`src/rtl/scoreboard_pkg.sv`:
```
// ============================================================================
// Module   : scoreboard_pkg
// Purpose  : Shared defaults and FSM state encoding for the BCD-to-binary block.
// Revision : 1.0 - initial release
// ============================================================================
`default_nettype none

package scoreboard_pkg;

  localparam int DIGITS_DEF = 3;
  localparam int BIN_W_DEF  = 10;

  typedef enum logic [1:0] {
    ST_IDLE  = 2'd0,
    ST_SHIFT = 2'd1,
    ST_DONE  = 2'd2
  } state_t;

endpackage

`default_nettype wire

```
`src/rtl/bcd_to_binary_if.sv`:
```
// ============================================================================
// Module   : bcd_to_binary_if
// Purpose  : Start/done handshake and data bus of the BCD-to-binary converter.
// Revision : 1.0 - initial release
// ============================================================================
`default_nettype none

interface bcd_to_binary_if
  import scoreboard_pkg::*;
#(
  parameter int DIGITS = DIGITS_DEF,
  parameter int BIN_W  = BIN_W_DEF
) ();

  logic                  start;
  logic [4*DIGITS-1:0]   bcd_in;
  logic                  ready;
  logic                  done;
  logic [BIN_W-1:0]      binary;
  logic                  error;

  modport master (
    output start,
    output bcd_in,
    input  ready,
    input  done,
    input  binary,
    input  error
  );

  modport slave (
    input  start,
    input  bcd_in,
    output ready,
    output done,
    output binary,
    output error
  );

endinterface

`default_nettype wire

```
`src/rtl/bcd_digit_adjust.sv`:
```
// ============================================================================
// Module   : bcd_digit_adjust
// Purpose  : Reverse double-dabble correction: subtract 3 from a nibble >= 8.
// Revision : 1.0 - initial release
// ============================================================================
`default_nettype none

module bcd_digit_adjust (
  input  logic [3:0] nib_i,
  output logic [3:0] nib_o
);

  assign nib_o = (nib_i >= 4'd8) ? (nib_i - 4'd3) : nib_i;

endmodule

`default_nettype wire

```
`src/rtl/bcd_to_binary.sv`:
```
// ============================================================================
// Module   : bcd_to_binary
// Purpose  : Sequential packed-BCD to binary converter (reverse double-dabble).
// Revision : 1.0 - initial release
// ============================================================================
`default_nettype none

module bcd_to_binary
  import scoreboard_pkg::*;
#(
  parameter int DIGITS = DIGITS_DEF,
  parameter int BIN_W  = BIN_W_DEF
) (
  input  logic            clk,
  input  logic            reset,
  bcd_to_binary_if.slave  bus
);

  localparam int c_work_w = 4*DIGITS + BIN_W;
  localparam int c_cnt_w  = $clog2(BIN_W + 1);
  localparam logic [c_cnt_w-1:0] c_last = c_cnt_w'(BIN_W - 1);
  localparam logic [c_cnt_w-1:0] c_one  = c_cnt_w'(1);

  state_t                state_q, state_d;
  logic [c_work_w-1:0]   work_q, work_d;
  logic [c_cnt_w-1:0]    cnt_q, cnt_d;
  logic [BIN_W-1:0]      binary_q, binary_d;
  logic                  error_q, error_d;

  logic [c_work_w-1:0]   w_shifted;
  logic [c_work_w-1:0]   w_adjusted;
  logic [DIGITS-1:0]     w_nib_bad;
  logic                  w_any_bad;

  // Working register is {BCD digits, binary field}; BCD LSB falls into binary MSB.
  assign w_shifted = work_q >> 1;
  assign w_adjusted[BIN_W-1:0] = w_shifted[BIN_W-1:0];

  generate
    for (genvar i = 0; i < DIGITS; i++) begin : g_digit
      bcd_digit_adjust u_adjust (
        .nib_i (w_shifted [BIN_W + 4*i +: 4]),
        .nib_o (w_adjusted[BIN_W + 4*i +: 4])
      );
      assign w_nib_bad[i] = (bus.bcd_in[4*i +: 4] > 4'd9);
    end
  endgenerate

  assign w_any_bad = |w_nib_bad;

  always_ff @(posedge clk) begin
    if (reset) begin
      state_q  <= ST_IDLE;
      work_q   <= '0;
      cnt_q    <= '0;
      binary_q <= '0;
      error_q  <= 1'b0;
    end else begin
      state_q  <= state_d;
      work_q   <= work_d;
      cnt_q    <= cnt_d;
      binary_q <= binary_d;
      error_q  <= error_d;
    end
  end

  always_comb begin
    state_d  = state_q;
    work_d   = work_q;
    cnt_d    = cnt_q;
    binary_d = binary_q;
    error_d  = error_q;
    case (state_q)
      ST_IDLE: begin
        if (bus.start) begin
          work_d = {bus.bcd_in, {BIN_W{1'b0}}};
          cnt_d  = '0;
          if (w_any_bad) begin
            state_d  = ST_DONE;
            binary_d = '0;
            error_d  = 1'b1;
          end else begin
            state_d = ST_SHIFT;
          end
        end
      end
      ST_SHIFT: begin
        work_d = w_adjusted;
        cnt_d  = cnt_q + c_one;
        if (cnt_q == c_last) begin
          state_d  = ST_DONE;
          binary_d = w_adjusted[BIN_W-1:0];
          error_d  = 1'b0;
        end
      end
      ST_DONE: begin
        state_d = ST_IDLE;
      end
      default: begin
        state_d = ST_IDLE;
      end
    endcase
  end

  assign bus.ready  = (state_q == ST_IDLE);
  assign bus.done   = (state_q == ST_DONE);
  assign bus.binary = binary_q;
  assign bus.error  = error_q;

endmodule

`default_nettype wire

```
`src/flat_wrapper.sv`:
```
// flat-port wrapper written by rule: the top's interface ports become plain ports
module bcd_to_binary_flat import scoreboard_pkg::*;
#(
  parameter int DIGITS = DIGITS_DEF,
  parameter int BIN_W  = BIN_W_DEF
)
  (clk, reset, bus_start, bus_bcd_in, bus_ready, bus_done, bus_binary, bus_error);
  bcd_to_binary_if #(.DIGITS(DIGITS), .BIN_W(BIN_W)) bus_i ();
  input  logic clk;
  input  logic reset;
  input wire logic [$bits(bus_i.start)-1:0] bus_start;
  input wire logic [$bits(bus_i.bcd_in)-1:0] bus_bcd_in;
  output wire logic [$bits(bus_i.ready)-1:0] bus_ready;
  output wire logic [$bits(bus_i.done)-1:0] bus_done;
  output wire logic [$bits(bus_i.binary)-1:0] bus_binary;
  output wire logic [$bits(bus_i.error)-1:0] bus_error;
  assign bus_i.start = bus_start;
  assign bus_i.bcd_in = bus_bcd_in;
  assign bus_ready = bus_i.ready;
  assign bus_done = bus_i.done;
  assign bus_binary = bus_i.binary;
  assign bus_error = bus_i.error;
  bcd_to_binary #(.DIGITS(DIGITS), .BIN_W(BIN_W)) u_core (.clk(clk), .reset(reset), .bus(bus_i));
endmodule
```
`config.mk`:
```
export PLATFORM = sky130hd
export DESIGN_NAME = bcd_to_binary_flat
export DESIGN_NICKNAME = d
export VERILOG_FILES = /design/src/rtl/scoreboard_pkg.sv /design/src/rtl/bcd_to_binary_if.sv /design/src/rtl/bcd_digit_adjust.sv /design/src/rtl/bcd_to_binary.sv /design/src/flat_wrapper.sv
export SDC_FILE = /design/constraint.sdc
export NUM_CORES = 1
export LEC_CHECK = 0
export ABC_AREA = 1
export ABC_CLOCK_PERIOD_IN_PS = 1340
export CAP_MARGIN = 20
export CORE_ASPECT_RATIO = 1.75
export CORE_MARGIN = 2
export CORE_UTILIZATION = 50
export CTS_BUF_LIST = sky130_fd_sc_hd__clkbuf_8
export DETAILED_ROUTE_END_ITERATION = 10
export GPL_TIMING_DRIVEN = 0
export PLACE_DENSITY = 0.78
export SYNTH_ARGS = -nofsm -noshare
export SYNTH_HDL_FRONTEND = slang
export SYNTH_HIERARCHICAL = 1
export SYNTH_SLANG_ARGS = --single-unit
```
`constraint.sdc`:
```
create_clock -name clk -period 1.34 [get_ports clk]
set_clock_uncertainty 0.05 [all_clocks]
set_input_delay 0.134 -clock clk [delete_from_list [all_inputs] [get_ports clk]]
set_output_delay 0.134 -clock clk [all_outputs]
set_load 0.03 [all_outputs]
```
==> qor.csv, run 1 <==
metric,value,unit
status,"finished, violations left",
violations,setup timing,
final-hold-violation-count,0,
p_sw,0.7885,mW
netlist_area,1867,um^2
overflow,0,
register_area,770.7,um^2
row_count,29,
clk_latency,0.29,ns
coreArea,3592,um^2
antenna_found_initial,0,
wl_met1,1.854,mm
crit_path_max_fanout,5,
groute.usage.overall,0.2377,
regToRegSetupSlack,-0.02,ns
gp_congestion,0.8429,
finalNetCount,326,
timing.setup.tns,-0.06613,ns
cts_tree,built,
finalMaxSlewViolations,0,
grt_pass1_wl,7.721,mm
worst_pin_slew,0.5461,ns
dieArea,4258,um^2
fin_crit_sh,1.016,
timing.fmax,734.5,MHz
syn2layout_area_growth,29.62,%
routed_wl,4.598,mm
design_area,2420,um^2
synth_top_area_frac,0.4075,
ff2ff_path_depth,6,
p_int,1.778,mW
crit_path_end,u_core/bus.error$_SDFFE_PP0P_,
grt_max_degree,11,
cts_buffers,5,
ys_ff_latch,38,
io_buffers,27,
hpwl,3.151,mm
pin_count,28,
drive_gt1_frac,0.1617,
route.vias.total,1849,
cap_violations,0,
synth_cell_types,28,
vias_per_cell,5.298,
start_kind,flop,
reg2reg_from,u_core/cnt_q[0]$_SDFFE_PP0P_,
fillers,310,
wl_met2,2.345,mm
final.min_clock_period,1.362,ns
setup_violations,7,
ant_nets,0,
met3_length,180,um
clkPwrFrac,0.279,
worst_slack,-0.02152,ns
initial_core_util,0.5197,
timing.rr.end,u_core/bus.error$_SDFFE_PP0P_,
seq_power_share,0.492,
final_util,0.6736,
first_pass_iters,5,
n_antenna_cell,0,
drt_iter0_markers,57,
ys_seq_area_frac,0.4075,
place_area,2218,um^2
min_path_type,in -> reg,
numClockSinks,38,
die_h,84.83,um
crit_start,u_core/cnt_q[0]$_SDFFE_PP0P_,
rsz0062_at_grt,true,
yosysTopAreaCell,dfxtp_1,
end_kind,flop,
cts.reportedPaths.clkPinSlew,0.07,ns
power_density,1061,nW/um^2
p_comb_frac,0.229,
arrival,1.53,ns
drcViolationCount,0,
routedWlPerCell,13.17,um
synthTopCellsByArea,"dfxtp_1, nand2_1, a21oi_1",
clk_path_buf_depth,2,
peakVddDrop,0.001142,V
die_w,50.19,um
grt_pass1_vias,1740,
leakagePower,1.092,nW
crit_required,1.51,ns
multi_input_area,1022,um^2
relSlewSlack,0.6359,
critPathKind,reg -> reg,
htreeDepth,2,
clockRootBuffer,clkbuf_8,
yosys_warnings,6,
routed.top_layer,met4,
avgSynthCellArea,7.321,um^2
swShare,0.3073,
synthCells,255,
whs,0.3689,ns
[routing by layer]
layer  up-vias  track usage
met5         -            0
met4         0       0.1667
met3        17      0.04225
met2        57       0.4091
met1       852       0.2539
li1        923            -
[how the worst min path moves through the flow]
stage	startpoint	endpoint	cells past startpoint
3_5_place_dp	u_core/work_q[6]$_SDFFE_PP0P_	u_core/work_q[6]$_SDFFE_PP0P_	2
5_1_grt	bus_bcd_in[8]	u_core/work_q[18]$_SDFFE_PP0P_	3
2_1_floorplan	bus_start	u_core/state_q[0]$_SDFFE_PP0P_	2
6_report	bus_bcd_in[4]	u_core/work_q[14]$_SDFFE_PP0P_	3
3_3_place_gp	u_core/work_q[7]$_SDFFE_PP0P_	u_core/work_q[7]$_SDFFE_PP0P_	2
4_1_cts	bus_bcd_in[4]	u_core/work_q[14]$_SDFFE_PP0P_	3
[stage by stage]
step                      cells  setup slack, ns  total power [mW]
after floorplan             260         0.002420             1.626
after global placement      333          -0.4788             1.807
after detailed placement    333          -0.5214             1.814
after CTS                   347        -0.002202             2.559
after global routing        349         -0.09616             2.708
final                       349         -0.02152             2.566
[sequential cells by signal, indices dropped and copies added, names as in the netlist]
name	cells
u_core/work_q	21
u_core/bus.error	1
u_core/state_q	2
u_core/cnt_q	4
u_core/bus.binary	10
[Yosys cell counts (all sizes together)]
library cell / count
nand2: 71
dfxtp: 38
a21oi: 27
inv: 26
o21ai: 20
nand3: 16
a31oi: 12
nor2: 12
ha: 8
buf: 7
clkbuf: 4
a21boi: 3
xor2: 3
nand3b: 2
nand4: 2
a31o: 1
conb: 1
nor3: 1
or2: 1
[kinds of logic (layout without fill, tap and decap cells)]
logic type                 count (synthesis)  count (layout)  synth area share
and+or+nand+nor                          105             105            0.2460
AOI/OAI and AO/OA                         63              63            0.1910
DFF                                       38              38            0.4075
buffers and inverters                     37              80           0.08579
adders and majority gates                  8               8           0.05362
xor gates and xnor gates                   3               3           0.01408
other                                      1               6          0.002009
[critical path, cell delays in order (launching register included)]
cell      delay, ns
dfxtp_4        0.38
ha_4           0.14
nand3b_4       0.09
a21oi_4        0.23
buf_6          0.16
nand3_1        0.10
a21oi_2        0.13
[layout by cell type (no fill, tap or decap), types with 2 or more instances in the layout]
cell type	Yosys	final
o21ai_0	18	12
clkbuf_2	0	2
dfxtp_1	38	32
o21ai_1	1	5
inv_2	2	4
clkbuf_1	4	2
xor2_1	3	3
nor2_1	11	11
inv_1	24	24
buf_4	0	6
a21boi_1	3	3
conb_1	1	6
a21oi_1	26	24
buf_6	2	3
clkdlybuf4s50_1	0	14
a21oi_2	0	2
buf_2	5	7
dfxtp_2	0	5
ha_1	8	7
nand2_1	70	70
clkbuf_8	0	5
a31oi_1	12	12
dlygate4sd2_1	0	11
nand3_1	16	14
o21ai_2	1	2
[repair_timing]
| item | CTS | global route |
|---|---|---|
| hold buffers | 0 | 0 |
| gates cloned | 1 | 0 |
| gates resized for setup | 31 | 17 |
| setup buffers | 6 | 2 |
| endpoints found under the setup margin | 36 | 21 |
| pin swaps | 4 | 6 |
[power groups by stage]
stage	Clock (mW)	Combinational, mW	Sequential, mW
3_3_place_gp	0	0.524	1.28
5_1_grt	0.790	0.646	1.27
4_1_cts	0.743	0.558	1.26
6_report	0.717	0.587	1.26
3_5_place_dp	0	0.530	1.28
2_1_floorplan	0	0.313	1.31
[area by class of cell]
| class | instances | area share |
|---|---|---|
| clock inverter | 2 | 0.003102 |
| inverter | 26 | 0.04033 |
| multi-input combinational | 185 | 0.4224 |
| clock buffer | 5 | 0.02844 |
| timing repair buffer | 36 | 0.1355 |
| buffer | 11 | 0.02792 |
| sequential | 38 | 0.3185 |
| tap | 46 | 0.02378 |
Power figures use the tool's default switching activity.
==> run 2, diff against run 1 <==
PLACE_DENSITY = 0.86   (was 0.78)
SKIP_CTS_REPAIR_TIMING = 1   (was not set)
==> run 2 against run 1 <==
Effect of this change:
- the flow still finishes with violations (setup timing)
- sequential power about the same
- register-to-register slack worse by 0.12 ns
- die area unchanged
- final cell count rose by 1.1%
- largest power group unchanged
==> qor.csv, run 2 (synthesized netlist as in run 1, its figures left out) <==
metric,value,unit,change
status,"finished, violations left",,
violations,setup timing,,
critPathTopFamily,flip-flops,,
cts.reportedPaths.clkPinSlew,0.08,ns,about the same
grt_max_degree,13,,+2
drcViolationCount,0,,unchanged
layout_common_cells,"nand2_1, dfxtp_1, a21oi_1",,
hold_depth,3,,unchanged
end_kind,flop,,
antenna_found_initial,0,,unchanged
crit_required,1.45,ns,-0.06 ns
first_pass_iters,5,,unchanged
die_w,50.19,um,unchanged
peakVddDrop,0.0008351,V,-27%
timing.rr.end,u_core/bus.binary[6]$_SDFFE_PP0P_,,
coreArea,3592,um^2,unchanged
critPathKind,reg -> reg,,
grt_pass1_vias,1757,,+0.98%
reg2reg_from,u_core/cnt_q[1]$_SDFFE_PP0P_,,
worst_slack,-0.1450,ns,-0.1234 ns
overflow,0,,unchanged
final_common_cell,nand2_1,,
fin_crit_sh,1.108,,+0.09212
worst_pin_slew,0.5322,ns,-0.01393 ns
initial_core_util,0.5197,,unchanged
arrival,1.60,ns,+0.07 ns
layout.cells.non_filler,353,,+1.1%
setup_violations,12,,+5
relSlewSlack,0.6452,,+0.009284
largest_register,u_core/work_q,,
final_util,0.7022,,+0.02856
hpwl,3.159,mm,+0.24%
rsz0062_at_grt,true,,
final-hold-violation-count,0,,unchanged
fillers,258,,-17%
syn2layout_area_growth,35.12,%,
p_sw,0.8483,mW,+7.6%
critPathBufInv,2,,+1
finalNetCount,329,,+0.92%
routed_wl,5.386,mm,+17%
n_antenna_cell,0,,unchanged
clkPwrFrac,0.302,,+0.023
pin_count,28,,unchanged
slowest_delay,0.36,ns,-0.02 ns
crit_start,u_core/cnt_q[1]$_SDFFE_PP0P_,,
cap_violations,0,,unchanged
hold_end,u_core/work_q[14]$_SDFFE_PP0P_,,
drive_gt1_frac,0.1694,,+0.007665
clk_path_buf_depth,2,,unchanged
timing.fmax,673.4,MHz,-8.3%
swShare,0.3117,,+0.004418
p_comb_frac,0.234,,+0.005
row_count,29,,unchanged
routedWlPerCell,15.26,um,+16%
ant_nets,0,,unchanged
crit_path_max_fanout,7,,+2
route.vias.total,1987,,+7.5%
finalMaxSlewViolations,0,,unchanged
cts_buffers,5,,unchanged
total_power,2.722,mW,+6.1%
p_int,1.873,mW,+5.4%
drt_iter0_markers,118,,+110%
io_buffers,27,,unchanged
start_kind,flop,,
dpl.cell_count,333,,unchanged
htreeDepth,2,,unchanged
clk_latency,0.29,ns,about the same
seq_power_share,0.464,,-0.028
min_path_type,in -> reg,,
min-delay-start,bus_bcd_in[4],,
final.min_clock_period,1.485,ns,+0.1234 ns
grt_pass1_wl,7.438,mm,-3.7%
dieArea,4258,um^2,unchanged
cts_tree,built,,
ff2ff_path_depth,8,,+2
crit_path_cell_trace,inv_2 -> ha_4 -> nand3b_4 -> a21oi_4 -> buf_6 -> nand2_8 -> nand2_2 -> a21oi_2,,
regToRegSetupSlack,-0.14,ns,-0.12 ns
clockRootBuffer,clkbuf_8,,
numClockSinks,38,,unchanged
power_density,1079,nW/um^2,+1.7%
groute.usage.overall,0.2254,,-0.01228
vias_per_cell,5.629,,+6.2%
gp_congestion,0.8644,,+2.6%
leakagePower,1.254,nW,+15%
die_h,84.83,um,unchanged
largest_register_ffs,21,,unchanged
cp_slowest_cell,dfxtp_4,,
## run 2: worst max-delay path by stage
stage               slack (ns)  depth (start not counted)                                 to
floorplan                0.002                          7  u_core/bus.binary[9]$_SDFFE_PP0P_
CTS                      -0.43                          3                           bus_done
global placement         -0.53                          6  u_core/bus.binary[4]$_SDFFE_PP0P_
global route             -0.21                          8  u_core/bus.binary[4]$_SDFFE_PP0P_
detailed placement       -0.59                          6  u_core/bus.binary[5]$_SDFFE_PP0P_
finish                   -0.14                          8  u_core/bus.binary[6]$_SDFFE_PP0P_
## run 2: metal layers
layer,wire length (um),GRT usage,part of all wire,vias up
met5,0,0,0,-
met4,254,0.1616,0.047,0
met3,328,0.04049,0.061,24
met2,2887,0.4031,0.54,101
met1,1915,0.2247,0.36,931
li1,-,-,-,931
## run 2: final cells by class
class | count | area (um^2) | area share
clock buffer | 6 | 82.58 | 0.03274
tap | 46 | 57.56 | 0.02282
timing repair buffer | 38 | 385.4 | 0.1528
clock inverter | 2 | 12.51 | 0.004960
sequential | 38 | 777.0 | 0.3080
multi-input combinational | 186 | 1031 | 0.4087
buffer | 11 | 76.32 | 0.03026
inverter | 26 | 100.1 | 0.03968
## run 2: worst reg2reg max path, stage by stage (launching register included)
cell and delay (ns):
dfxtp_4 0.36, inv_2 0.07, ha_4 0.13, nand3b_4 0.09, a21oi_4 0.29, buf_6 0.17
nand2_8 0.07, nand2_2 0.09, a21oi_2 0.06
## run 2: power by group through the flow
stage	registers (mW)	clock network, mW	logic, mW
floorplan	1.31	0	0.313
global placement	1.29	0	0.519
detailed placement	1.29	0	0.525
CTS	1.26	0.828	0.530
global route	1.27	0.881	0.693
finish	1.26	0.822	0.637
## run 2: through the flow
stage               hold WS [ns]  TNS [ns]  setup slack, ns  area, um^2
floorplan                 0.2434         0         0.002420        1891
global placement          0.3996    -10.94          -0.5298        2218
detailed placement        0.4049    -11.93          -0.5914        2218
CTS                       0.3756    -6.579          -0.4319        2313
global route              0.3980    -2.461          -0.2112        2522
finish                    0.3667    -1.471          -0.1450        2522
==> run 3, diff against run 2 <==
CORE_ASPECT_RATIO = not set   (was 1.75)
GPL_TIMING_DRIVEN = not set   (was 0)
HOLD_SLACK_MARGIN = 0.12   (was not set)
==> run 3 against run 2 <==
Effect of this change:
- the run still ends with setup timing left
- register-to-register slack about the same
- worst setup slack better by 0.014 ns
- largest cell class unchanged
- critical path depth rose by 1
- die area down 0.45%
- combinational power barely moved
- clock power up 19%
==> qor.csv, run 3 (synthesized netlist as in run 1, its figures left out) <==
metric,value,unit,change
status,"finished, violations left",,
violations,setup timing,,
clk_latency,0.29,ns,about the same
route.vias.total,1898,,-4.5%
multi_input_area,1016,um^2,-1.5%
initial_core_util,0.5138,,-0.005906
cp_slowest_cell,dfxtp_2,,
fillers,254,,-1.6%
drt_iter0_markers,200,,+69%
power_density,1112,nW/um^2,+3.1%
timing.rr.end,u_core/bus.binary[1]$_SDFFE_PP0P_,,
arrival,1.61,ns,about the same
n_antenna_cell,0,,unchanged
finalNetCount,335,,+1.8%
register_area,768.2,um^2,-1.1%
crit_start,u_core/cnt_q[1]$_SDFFE_PP0P_,,
hpwl,2.961,mm,-6.2%
final-hold-violation-count,0,,unchanged
groute.usage.overall,0.2200,,-0.005441
timing.setup.tns,-0.4972,ns,+0.9734 ns
crit_path_cell_trace,inv_2 -> ha_4 -> nand3b_4 -> a21oi_4 -> buf_4 -> buf_6 -> nand3_2 -> nand2_1 -> nor2_1,,
ant_nets,0,,unchanged
final.min_clock_period,1.471,ns,-0.01350 ns
critPathBufInv,3,,+1
largest_register,u_core/work_q,,
grt_pass1_vias,1739,,-1.0%
slowest_delay,0.32,ns,-0.04 ns
io_buffers,27,,unchanged
drcViolationCount,0,,unchanged
clockRootBuffer,clkbuf_8,,
swShare,0.2793,,-0.03240
p_comb_frac,0.221,,-0.013
final_util,0.7128,,+0.01062
place_ws,-0.2681,ns,+0.3233 ns
seq_power_share,0.438,,-0.026
crit_path_end,u_core/bus.binary[1]$_SDFFE_PP0P_,,
cts.reportedPaths.clkPinSlew,0.07,ns,about the same
setup_violations,10,,-2
syn2layout_area_growth,38.74,%,
first_pass_iters,5,,unchanged
reg2reg_from,u_core/cnt_q[1]$_SDFFE_PP0P_,,
worst_slack,-0.1315,ns,+0.01350 ns
coreArea,3633,um^2,+1.1%
clkPwrFrac,0.341,,+0.039
critPathTopFamily,buffers and inverters,,
final_common_cell,nand2_1,,
cts_buffers,5,,unchanged
place_area,2338,um^2,+5.4%
clk_path_buf_depth,2,,unchanged
pin_count,28,,unchanged
row_count,22,,-24%
peakVddDrop,0.0004385,V,-47%
routed_wl,4.820,mm,-11%
largest_register_ffs,21,,unchanged
numClockSinks,38,,unchanged
cts_tree,built,,
start_kind,flop,,
vias_per_cell,5.272,,-6.3%
fin_crit_sh,1.098,,-0.01008
crit_cells,9,,+1
ff2ff_path_depth,9,,+1
rsz0062_at_grt,true,,
min_path_type,in -> reg,,
crit_path_max_fanout,5,,-2
hold_depth,3,,unchanged
die_w,65.11,um,+30%
p_sw,0.8045,mW,-5.2%
drive_gt1_frac,0.1859,,+0.01652
antenna_found_initial,0,,unchanged
design_area,2590,um^2,+2.7%
end_kind,flop,,
grt_max_degree,26,,+13
crit_required,1.48,ns,+0.03 ns
dieArea,4239,um^2,-0.45%
finalMaxSlewViolations,0,,unchanged
leakagePower,1.307,nW,+4.3%
cap_violations,0,,unchanged
regToRegSetupSlack,-0.13,ns,about the same
routedWlPerCell,13.39,um,-12%
p_int,2.076,mW,+11%
grt_pass1_wl,7.327,mm,-1.5%
layout_common_cells,"nand2_1, dfxtp_1, buf_4, a21oi_1, inv_1",,
htreeDepth,2,,unchanged
die_h,65.11,um,-23%
overflow,0,,unchanged
timing.fmax,679.6,MHz,+0.92%
critPathKind,reg -> reg,,
gp_congestion,0.7788,,-9.9%
run 3: worst min-delay path by stage:
stage	end	slack, ns	from
after detailed placement	u_core/work_q[3]$_SDFFE_PP0P_	0.40	u_core/work_q[3]$_SDFFE_PP0P_
final	u_core/work_q[18]$_SDFFE_PP0P_	0.39	bus_bcd_in[8]
after CTS	u_core/work_q[18]$_SDFFE_PP0P_	0.37	bus_bcd_in[8]
after global routing	u_core/work_q[18]$_SDFFE_PP0P_	0.40	bus_bcd_in[8]
after global placement	u_core/work_q[2]$_SDFFE_PP0P_	0.40	u_core/work_q[2]$_SDFFE_PP0P_
after floorplan	u_core/state_q[0]$_SDFFE_PP0P_	0.24	bus_start
run 3: final cells by class:
| class | instances | share of cell area |
|---|---|---|
| Clock inverter | 1 | 0.01159 |
| Sequential cell | 38 | 0.2966 |
| Inverter | 26 | 0.03768 |
| Tap cell | 48 | 0.02319 |
| Multi-Input combinational cell | 185 | 0.3923 |
| Timing Repair Buffer | 56 | 0.2068 |
| Clock buffer | 6 | 0.03188 |
run 3: routing by layer:
layer / track usage / wire [um] / vias to the layer above
met4: 0.1042 / 144 / 0
met1: 0.2670 / 2053 / 893
li1: - / - / 939
met5: 0 / 0 / -
met2: 0.3724 / 2442 / 49
met3: 0.04623 / 179 / 17
run 3: worst register-to-register path: cells and delay by family, from the launching register on:
| kind | cells | cell delay (ns) |
|---|---|---|
| AOI/OAI and AO/OA | 1 | 0.25 |
| adders and majority gates | 1 | 0.14 |
| buffers and inverters | 3 | 0.33 |
| DFF | 1 | 0.32 |
| and+or+nand+nor | 4 | 0.28 |
run 3: stage by stage:
stage	power, mW	instances	hold WS (ns)
floorplan	1.626	260	0.2434
global placement	1.834	347	0.3968
detailed placement	1.847	347	0.4010
CTS	2.824	354	0.3742
global route	3.014	360	0.4010
finish	2.880	360	0.3855
run 3: power by group through the flow:
stage | clock network [mW] | logic, mW | registers, mW
floorplan | 0 | 0.313 | 1.31
global placement | 0 | 0.552 | 1.28
detailed placement | 0 | 0.565 | 1.28
CTS | 0.995 | 0.571 | 1.26
global route | 1.04 | 0.700 | 1.27
finish | 0.982 | 0.637 | 1.26
